==> src/rtl/elastic_pipeline_reg.sv <==
// Elastic valid/ready pipeline register: DEPTH-entry circular buffer whose
// in_ready/out_valid come from registered occupancy only, cutting the ready path.
module elastic_pipeline_reg #(
  parameter  int WIDTH = 32,
  parameter  int DEPTH = 2,
  localparam int CW    = $clog2(DEPTH + 1)
) (
  input  logic             clk,
  input  logic             rst,
  input  logic             flush,
  input  logic [WIDTH-1:0] in_data,
  input  logic             in_valid,
  output logic             in_ready,
  output logic [WIDTH-1:0] out_data,
  output logic             out_valid,
  input  logic             out_ready,
  output logic [CW-1:0]    count
);

  localparam int            PW   = $clog2(DEPTH);
  localparam logic [PW-1:0] LAST = PW'(DEPTH - 1);

  logic [WIDTH-1:0] mem [DEPTH];
  logic [PW-1:0]    wr_ptr;
  logic [PW-1:0]    rd_ptr;
  logic             push;
  logic             pop;

  // Handshake: a beat transfers on an edge where valid and ready are both high;
  // the source holds valid/data stable until then. flush cancels both sides.
  assign in_ready  = (count != CW'(DEPTH));
  assign out_valid = (count != '0);
  assign push      = in_valid & in_ready & ~flush;
  assign pop       = out_valid & out_ready & ~flush;
  assign out_data  = mem[rd_ptr];

  always_ff @(posedge clk) begin
    if (rst) begin
      wr_ptr <= '0;
      rd_ptr <= '0;
      count  <= '0;
    end else if (flush) begin
      wr_ptr <= '0;
      rd_ptr <= '0;
      count  <= '0;
    end else begin
      // Explicit wrap so non-power-of-two depths index only valid entries.
      if (push) wr_ptr <= (wr_ptr == LAST) ? '0 : wr_ptr + PW'(1);
      if (pop)  rd_ptr <= (rd_ptr == LAST) ? '0 : rd_ptr + PW'(1);
      if (push && !pop)      count <= count + CW'(1);
      else if (pop && !push) count <= count - CW'(1);
    end
  end

  // Storage is cleared only by reset; flush leaves stale contents behind.
  always_ff @(posedge clk) begin
    if (rst) begin
      for (int i = 0; i < DEPTH; i++) mem[i] <= '0;
    end else if (push) begin
      mem[wr_ptr] <= in_data;
    end
  end

endmodule

==> config.mk <==
export PLATFORM = sky130hd
export DESIGN_NAME = elastic_pipeline_reg
export DESIGN_NICKNAME = d
export VERILOG_FILES = /design/src/rtl/elastic_pipeline_reg.sv
export SDC_FILE = /design/constraint.sdc
export NUM_CORES = 1
export LEC_CHECK = 0
export CAP_MARGIN = 10
export CORE_MARGIN = 2
export CORE_UTILIZATION = 49
export DETAILED_ROUTE_END_ITERATION = 7
export HOLD_SLACK_MARGIN = 0.1
export PLACE_DENSITY = 0.88
export SLEW_MARGIN = 20
export SYNTH_ARGS = -nofsm -noshare
export SYNTH_HDL_FRONTEND = slang
export SYNTH_SLANG_ARGS = --single-unit
==> constraint.sdc <==
create_clock -name clk -period 5.32 [get_ports clk]
set_input_delay 1.596 -clock clk [delete_from_list [all_inputs] [get_ports clk]]
set_output_delay 1.596 -clock clk [all_outputs]
set_load 0.1 [all_outputs]
[Word level (Yosys, flattened, before mapping)]
Memories as Yosys holds them, arrays and structs flattened. A register that Yosys moved wholly into a read port is not among the register bits.
Index checks and enable logic that the tools add are counted.
Storage, ports and cells
  flip-flop bits (word level): 4
  bits in latches: 0
  memory bits (writable): 64
  bits in read-only memories: 0
  input port bits: 37
  output and inout port bits: 36
  logic and storage cells: 36
  memories kept: 1
Cells by class
  add/subtract/negate cells: 4
  multiply operators: 0
  div/mod/pow operators: 0
  $lt $le $gt $ge: 0
  equality and inequality tests: 1
  shift operators: 0
  multiplexer cells: 14
  bitwise gates (word level): 5
  reductions and logical operators: 8
Memory list
  mem: words 2, width 32, read ports 1, clocked after Yosys merged registers in 1, wr ports 2, RTL line 23  | logic [WIDTH-1:0] mem [DEPTH];
Operators with widths (number)
  2-to-1 mux 32 bit: 1
  OR reduction 32 bit: 1
  2-to-1 mux 1 bit: 11
  bitwise AND 1 bit: 4
  2-to-1 mux 2 bit: 2
  nonzero test 2 bit: 2
  adder 1 bit, second input constant: 2
  adder 2 x 1 -> 2 bit, second input constant: 1
  logical AND 1 bit: 2
  zero test 1 bit: 2
  != test 2 bit, second input constant: 1
  OR reduction 2 bit: 1
  subtractor 2 x 1 -> 2 bit, second input constant: 1
  NOT 1 bit: 1

[Longest topological paths before layout]
Gate-level depths: netlist (run 1).
  word-level depth: 8
  mapped depth: 8
  mapped depth without buffers: 8

[Least setup slack after synthesis (run 1)]
No wires, ideal clock.
  path kind: register to register
  start: reg count[0]
  end: mem mem[0][0], enable pin
  library setup time: 0.470 ns
  arrival time: 4.520 ns
  data required time: 4.850 ns
  slack: 0.330 ns
  stages on the path, launching flop included: 5
  path buffers: 0
  clock period less this slack: 4.990 ns
  cells stage by stage: dfxtp_1 nor2b_2 inv_1 nand2_1 o31ai_1
RTL lines
  from (decl): RTL line 17  | output logic [CW-1:0] count
  from (signal assigned): RTL line 50  | if (push && !pop) count <= count + CW'(1);
  from (signal assigned): RTL line 51  | else if (pop && !push) count <= count - CW'(1);
  to (decl): RTL line 23

[Worst setup path after layout (run 1)]
  start: reg count[1]
  end: out in_ready
On the way
  cells in the longest elaborated chain, start to end: 1
RTL lines
  != test 2 bit: RTL line 31  | assign in_ready = (count != CW'(DEPTH));
  to (decl): RTL line 13  | output logic in_ready,
Every way passes these cells.

==> results.txt, run 1 <==
Synthesis handed over a netlist of 204 instances. Startpoint type of the worst setup path: a flop. For this run, the number of Yosys warnings is 0.

Wire segments on met2 add up to 2790 µm in the final route. The total overflow left after global routing is 0. CTS built an H-tree with a depth of 3. The tools report the worst-case clock buffer depth as 2. Number of I/O pins: 73. Hold repair after CTS inserted 0 buffers. The most used flip-flop cell after synthesis is sky130_fd_sc_hd__edfxtp_1.

The number of cells traversed by the worst register-to-register path was 7. The via density per instance is 4.97, and the required time of the worst setup path is 3.72 ns. The clock reaches the later pin of the worst-skew pair after 0.33 ns. The number of global-route vias before repair was 1850. The post-cts resize count is 0, and the via total after detailed routing is 1789. The critical path is of the reg2out type.

The worst setup path is captured at an output pin. Number of endpoints with negative hold slack in the final report: 0. The highest signal layer in the routed design was met4.

The logs give 0 for the number of diodes added for antenna fixing and 0.00307 mm² for the cell area after synthesis. The number of setup buffers added after CTS is 0. The first detailed-routing pass took 4 iterations. The tools report the synthesized net count as 242. Of all cell types, the one taking the most synthesized area is sky130_fd_sc_hd__edfxtp_1. Routability-driven placement finished with a final weighted congestion of 0.687. In this run, synthesis inferred 64 flip-flops with an integrated enable. Counting flops with an async set or reset pin after synthesis yields a share of 0%. For the area of the core region, the log shows 0.00599 mm².

The clock drives 69 sinks. Once detail routing completed, the nets flagged for antenna violations numbered 0. The DRC marker count from the first detailed-route iteration was 103; the data arrival time of the critical path was 2.19 ns. The leakage power total was 1.54 nW; the final layout net count was 318.

The transition time at the pin with the least slew margin was 0.969 ns. For this run, the top clock speed supported by timing is 264 MHz. Setup violations remaining at the end of the flow were counted as 0. Class of the most critical hold timing path: reg2reg. Along the worst hold path, the cell count comes to 2. Fill cells in the final layout number 454.

The floorplan step set the die width to 83.2 µm. The tools report the met3 routed wirelength as 270 µm. The cell at the root of the clock tree was sky130_fd_sc_hd__clkbuf_8. The largest fanout on the critical path is 6, and the quantity of I/O buffers inserted on ports is 72.

The run finished with clean final reports. The commonest cells after synthesis are sky130_fd_sc_hd__and2_1 (64), sky130_fd_sc_hd__edfxtp_1 (64), sky130_fd_sc_hd__mux2_2 (30). The logs give 1.53 ns for the worst-case setup margin in the final layout and 0 for the total of max-cap violations. The worst-case IR drop observed on VDD is 196 µV.

The power density normalized to cell area is 318 mW/mm². In this run the tightest slew margin relative to its limit is 35.2%. For the number of standard-cell rows in the floorplan, the log shows 28. The share of the Yosys chip area taken by registers is 65.8%. The worst path uses 71.2% of the clock period. Global-route usage over all layers: 16.2%.

For the maximum clock skew at final layout, the log shows 0.00932 ns. In the final routed layout, each cell accounts on average for 15.2 µm. In the final timing run, aggregate negative setup slack is 0 ns. Setup repair after global routing left no endpoint under its margin.

By area the synthesized netlist is led by sky130_fd_sc_hd__edfxtp_1 (63%), sky130_fd_sc_hd__and2_1 (13%), sky130_fd_sc_hd__mux2_2 (11%), sky130_fd_sc_hd__dfxtp_1 (3.3%), sky130_fd_sc_hd__buf_6 (2.6%). For this configuration, the core starts out at a cell density of 51.3%. The routed design has 5470 µm of wire. Entering global routing, the biggest net connects 33 pins. The wire length of the first global-routing pass was 8710 µm; the total of flip-flops plus latches after synthesis was 69.

The tools report the HPWL after detailed placement as 3510 µm. TritonCTS built the clock tree. The worst path needs 3.79 ns of the cycle, external delays included.

For the routed length on met1, the log shows 2320 µm. The number of antenna violations at the first check in global routing was 0. The clock edge transition at the registers on the reported setup and hold paths was 0.07 ns.

The die is 83.2 µm tall. In the final layout, the share of cells above drive strength 1 is 30.5%. For the number of distinct library cells after synthesis, the log shows 22. The full die area was 0.00692 mm²; the growth of design area from synthesis to finish was 27.3%.

Summed over its instances, the top area cell type makes up 62.5% of the synthesized netlist area. A synthesized cell averages 15.1 µm². The clock buffer count from CTS was 9. The worst setup slack before clock tree synthesis is 1.55 ns. The total count of max-transition violations in the final report came out at 0. In the routed design, unresolved DRC markers number 0.
## layout make-up
cell class | count | area, µm² | area share, %
sequential | 69 | 2020 | 51.7
multi-input combinational | 120 | 953 | 24.4
timing repair buffer | 76 | 671 | 17.1
clock buffer | 11 | 131 | 3.36
tap | 75 | 93.8 | 2.40
clock inverter | 5 | 27.5 | 0.703
inverter | 4 | 15.0 | 0.384
## final timing paths
kind                               start       end  slack, ns
worst max-delay path            count[1]  in_ready       1.53
worst min-delay path              rd_ptr      flop       0.50
worst max register to register  count[1]  count[1]       3.31
worst min register to register    rd_ptr      flop       0.50
## state kept, by name (all words and copies together) (netlist names), named ones only
register  flops
count         2
mem          64
rd_ptr        1
wr_ptr        1
## routing by layer
metal  track usage [%]  vias up
met5                 0        -
met4              7.15        0
met3              3.78       10
met2              28.4       52
met1              18.9      858
li1                  -      869
## power by group
part,internal (W),total (W),switching (W)
clock,0.000166,0.000347,0.000181
sequential,0.000622,0.000631,0.00000913
combinational,0.0000737,0.000268,0.000194
## cell families (layout without fill, tap and decap cells)
logic type	count (synthesis)	after routing	share of synthesized area, %
AO/OA/AOI/OAI	6	6	1.06
XOR/XNOR	3	3	0.855
adder cells (fa/ha/maj)	1	1	0.407
buffers and inverters	15	96	3.66
flip-flops	69	69	65.8
multiplexers	32	32	11.7
AND/OR/NAND/NOR	78	78	16.5
## stage by stage
step                instance area (µm²)  total power (W)  util [%]  std cells  hold slack [ns]
floorplan                          3070         0.000840         -        204            0.472
global placement                   3750         0.000907      62.7        344            0.492
detailed placement                 3750         0.000911      62.7        344            0.488
CTS                                3910          0.00125      65.3        360            0.507
global route                       3910          0.00128      65.3        360            0.544
finish                             3910          0.00125      65.3        360            0.501
## critical path, cell delays in order (launching register included)
cell and delay, ns:
sky130_fd_sc_hd__dfxtp_1 0.41, sky130_fd_sc_hd__nor2b_2 0.36, sky130_fd_sc_hd__inv_1 0.10, sky130_fd_sc_hd__clkdlybuf4s50_1 0.98
## placed cells by master, fill, tap and decap left out
cell type                         instances
sky130_fd_sc_hd__and2_1                  64
sky130_fd_sc_hd__nor4_4                   2
sky130_fd_sc_hd__nand2_1                  1
sky130_fd_sc_hd__xor2_1                   3
sky130_fd_sc_hd__mux2_2                  30
sky130_fd_sc_hd__clkdlybuf4s50_1         40
sky130_fd_sc_hd__or2_2                    3
sky130_fd_sc_hd__or2_1                    1
sky130_fd_sc_hd__ha_1                     1
sky130_fd_sc_hd__edfxtp_1                64
sky130_fd_sc_hd__nor2b_2                  1
sky130_fd_sc_hd__clkinv_2                 3
sky130_fd_sc_hd__inv_2                    1
sky130_fd_sc_hd__or3_1                    2
sky130_fd_sc_hd__o31ai_4                  1
sky130_fd_sc_hd__a21oi_1                  2
sky130_fd_sc_hd__clkbuf_1                 2
sky130_fd_sc_hd__nor2_1                   4
sky130_fd_sc_hd__clkinv_1                 1
sky130_fd_sc_hd__buf_4                   36
sky130_fd_sc_hd__mux2_1                   2
sky130_fd_sc_hd__dfxtp_1                  5
sky130_fd_sc_hd__inv_1                    3
sky130_fd_sc_hd__o21ai_0                  3
sky130_fd_sc_hd__clkbuf_8                 9
sky130_fd_sc_hd__clkinv_4                 1
No activity file was read; power rests on OpenSTA's default activity.
==> run 2: changes to the inputs <==
--- a/config.mk
+++ b/config.mk
@@ -7,10 +7,10 @@
 export LEC_CHECK = 0
 export CAP_MARGIN = 10
 export CORE_MARGIN = 2
-export CORE_UTILIZATION = 49
+export CORE_UTILIZATION = 45
 export DETAILED_ROUTE_END_ITERATION = 7
 export HOLD_SLACK_MARGIN = 0.1
-export PLACE_DENSITY = 0.88
+export PLACE_DENSITY = 0.85
 export SLEW_MARGIN = 20
 export SYNTH_ARGS = -nofsm -noshare
 export SYNTH_HDL_FRONTEND = slang
==> constraint.sdc (replaced) <==
create_clock -name clk -period 3.3 [get_ports clk]
set_input_delay 0.99 -clock clk [delete_from_list [all_inputs] [get_ports clk]]
set_output_delay 0.99 -clock clk [all_outputs]
set_load 0.1 [all_outputs]
==> run 2 against run 1 <==
Net effect:
- clock skew up 0.0024 ns
- hold slack improved by 0.030 ns
- sequential share of layout area shrank 6.0 points
- critical endpoint is now out_data[27]
- highest routed layer unchanged
==> results.txt, run 2 (same netlist as run 1, synthesis figures left out) <==
Entering global routing, the biggest net connects 33 pins. The worst hold path begins at rd_ptr. Setup violations remaining at the end of the flow were counted as 0. The library cells used most frequently in the layout, excluding fill and tap cells, are sky130_fd_sc_hd__and2_1 (64), sky130_fd_sc_hd__edfxtp_1 (64), sky130_fd_sc_hd__clkdlybuf4s50_1 (36).

CTS saw 69 sinks. For the pin with the worst max-slew slack, the measured transition is 0.340 ns. In this run, the number of DRC markers left after iteration 0 of detailed routing was 70. The switching share of power works out to 28.4%.

The analysis attributes to cell leakage a power of 1.73 nW. The logs give 0 for the number of antenna violations at the first check in global routing and 3 for the maximum level of the CTS H-tree. The final layout contains routed wiring with a total length of 5680 µm. Input and output buffers added on the ports amount to 72. The largest registers in the layout are mem: 64 flops, count: 2 flops. The tools report the maximum clock frequency as 402 MHz. For the worst setup path, the data arrival time is 1.50 ns. In the final timing run, aggregate negative setup slack is 0 ns. The total overflow left after global routing is 0. The congestion estimate from routability-driven global placement came to 0.729.

The multi-input combinational cells in the finished layout cover a total of 953 µm². The total count of max-transition violations in the final report is 0. In this run the critical register-to-register path is captured at count[1]. The routed wire length per instance works out to 15.4 µm. The worst setup path is launched from a flop. The tools report the number of diodes added for antenna fixing as 0. The logs give 459 for the number of filler cells placed in the layout and 0 for the DRC violations left. The height of the die came out at 86.7 µm. The path with the worst hold slack has its endpoint at rd_ptr. The first global-routing pass estimated 9270 µm of wire.

The flow ran to the end, and the final reports show no timing, DRC or antenna violations. The power share of the clock group was 35.2%. The run gives 2 as the worst-case clock buffer depth. For the clock buffer count from CTS, the log shows 9.

The register bank with the most flops was mem. The tightest min-delay check is of the reg2reg type. Counting instances, the worst hold path has a depth of 2. In this run the power spent charging and discharging nets is 0.000675 W. The largest fanout on the critical path was 17; the HPWL after detailed placement was 3920 µm. The run gives 323 as the final layout net count. The flip-flop count of the largest register, all copies and words added was 64. Worst vdd rail ir drop: 315 µV. In this run the remaining antenna-violating nets after routing total 0. The tools report the origin of the critical flop-to-flop path as count[1]. The number of cells on the worst reg-to-reg path is 7.

Dividing the final minimum period by the clock period gives 75.4%. The internal portion of the total power is 0.00170 W. For this design the ratio of total power to cell area is 536 mW/mm². Summing all flip-flop and latch instances after layout gives 0.00202 mm². The area of the core region came out at 0.00672 mm².

For the post-cts resize count, the log shows 0. The minimum clock period is 2.49 ns. The cell sitting at the root of the clock tree is a sky130_fd_sc_hd__clkbuf_8. Of the total power, registers draw 42.6%. For the final database, setup skew stands at 0.0117 ns. Dividing the detail-routed via count by the number of cells gives 4.91.

The number of global-route vias before repair was 1957. Cells with a size suffix above 1 make up 34.5% of the layout. In this run the register-to-register setup slack is 1.35 ns. Once the floorplan was initialized, standard cells occupied 45.8% of the core. Max-cap violations in this run came to 0. Hold slack: 0.530 ns. For this design, the CTS-stage hold fixing added 0 buffers. The first-pass detailed-route iteration total is 4, and the max-slew headroom at the worst pin is 77.3%.

The initialized floorplan defines 30 standard-cell rows. Clock-pin slew was measured on the worst setup and hold paths at 0.07 ns. From synthesis to final layout, the design area changed by 44.3%. The critical path is of the reg2out type.

TritonCTS built the clock tree. The number of endpoints with negative hold slack in the final report was 0; the source-to-sink clock delay at the later pin of the worst-skew pair was 0.34 ns. The die boundary width is 86.7 µm, and the post-CTS repair timing setup buffer count is 0.

The run gives 22.2% as the part of the power in combinational logic. Number of I/O pins: 73. STA puts the critical path data required time at 2.31 ns.

Global routing used 16.6% of the available tracks across all layers. The floorplan step defined a die boundary enclosing 0.00751 mm². Setup repair after global routing left no endpoint under its margin. The kind of capture point of the worst setup path is an output pin. Across all layers, the routed design uses 1815 vias.
-- run 2: worst max-delay path, cell delays in order, from the launching register on --
cell                      delay (ns)
sky130_fd_sc_hd__dfxtp_1        0.33
sky130_fd_sc_hd__buf_4          0.25
sky130_fd_sc_hd__mux2_2         0.40
sky130_fd_sc_hd__buf_12         0.17
-- run 2: worst max path at each step --
stage,end,depth (start not counted)
after detailed placement,mem[1][2],5
after floorplan,mem[0][0],4
final,out_data[27],3
after CTS,out_data[27],3
after global placement,mem[1][27],5
after global routing,out_data[17],3
-- run 2: per-layer routing --
| layer | vias to the layer above | global-route usage (%) | routed length, µm |
|---|---|---|---|
| li1 | 876 | - | - |
| met1 | 888 | 20.4 | 2400 |
| met2 | 44 | 27.5 | 2960 |
| met3 | 7 | 5.24 | 241 |
| met4 | 0 | 6.39 | 77 |
| met5 | - | 0 | 0 |
-- run 2: layout make-up --
cell class | count | area share (%)
inverter | 4 | 0.339
multi-input combinational | 120 | 21.5
timing repair buffer | 81 | 24.8
tap | 80 | 2.26
sequential | 69 | 45.6
clock buffer | 9 | 2.79
clock inverter | 7 | 2.74
-- run 2: metrics by stage --
stage | cell area [µm²] | utilization (%) | total power, W | setup slack, ns | std cells
finish | 4440 | 66.0 | 0.00238 | 0.811 | 370
global route | 4440 | 66.0 | 0.00246 | 0.740 | 370
CTS | 4440 | 66.0 | 0.00240 | 0.780 | 370
detailed placement | 4190 | 62.4 | 0.00157 | 0.477 | 354
global placement | 4190 | 62.4 | 0.00156 | 0.541 | 354
floorplan | 3090 | - | 0.00136 | 0.0415 | 204
-- run 2: power groups by stage --
stage	sequential (W)	combinational [W]	clock, W
finish	0.00101	0.000528	0.000837
global route	0.00102	0.000546	0.000896
CTS	0.00102	0.000532	0.000851
detailed placement	0.00104	0.000530	0
global placement	0.00103	0.000526	0
floorplan	0.00104	0.000317	0
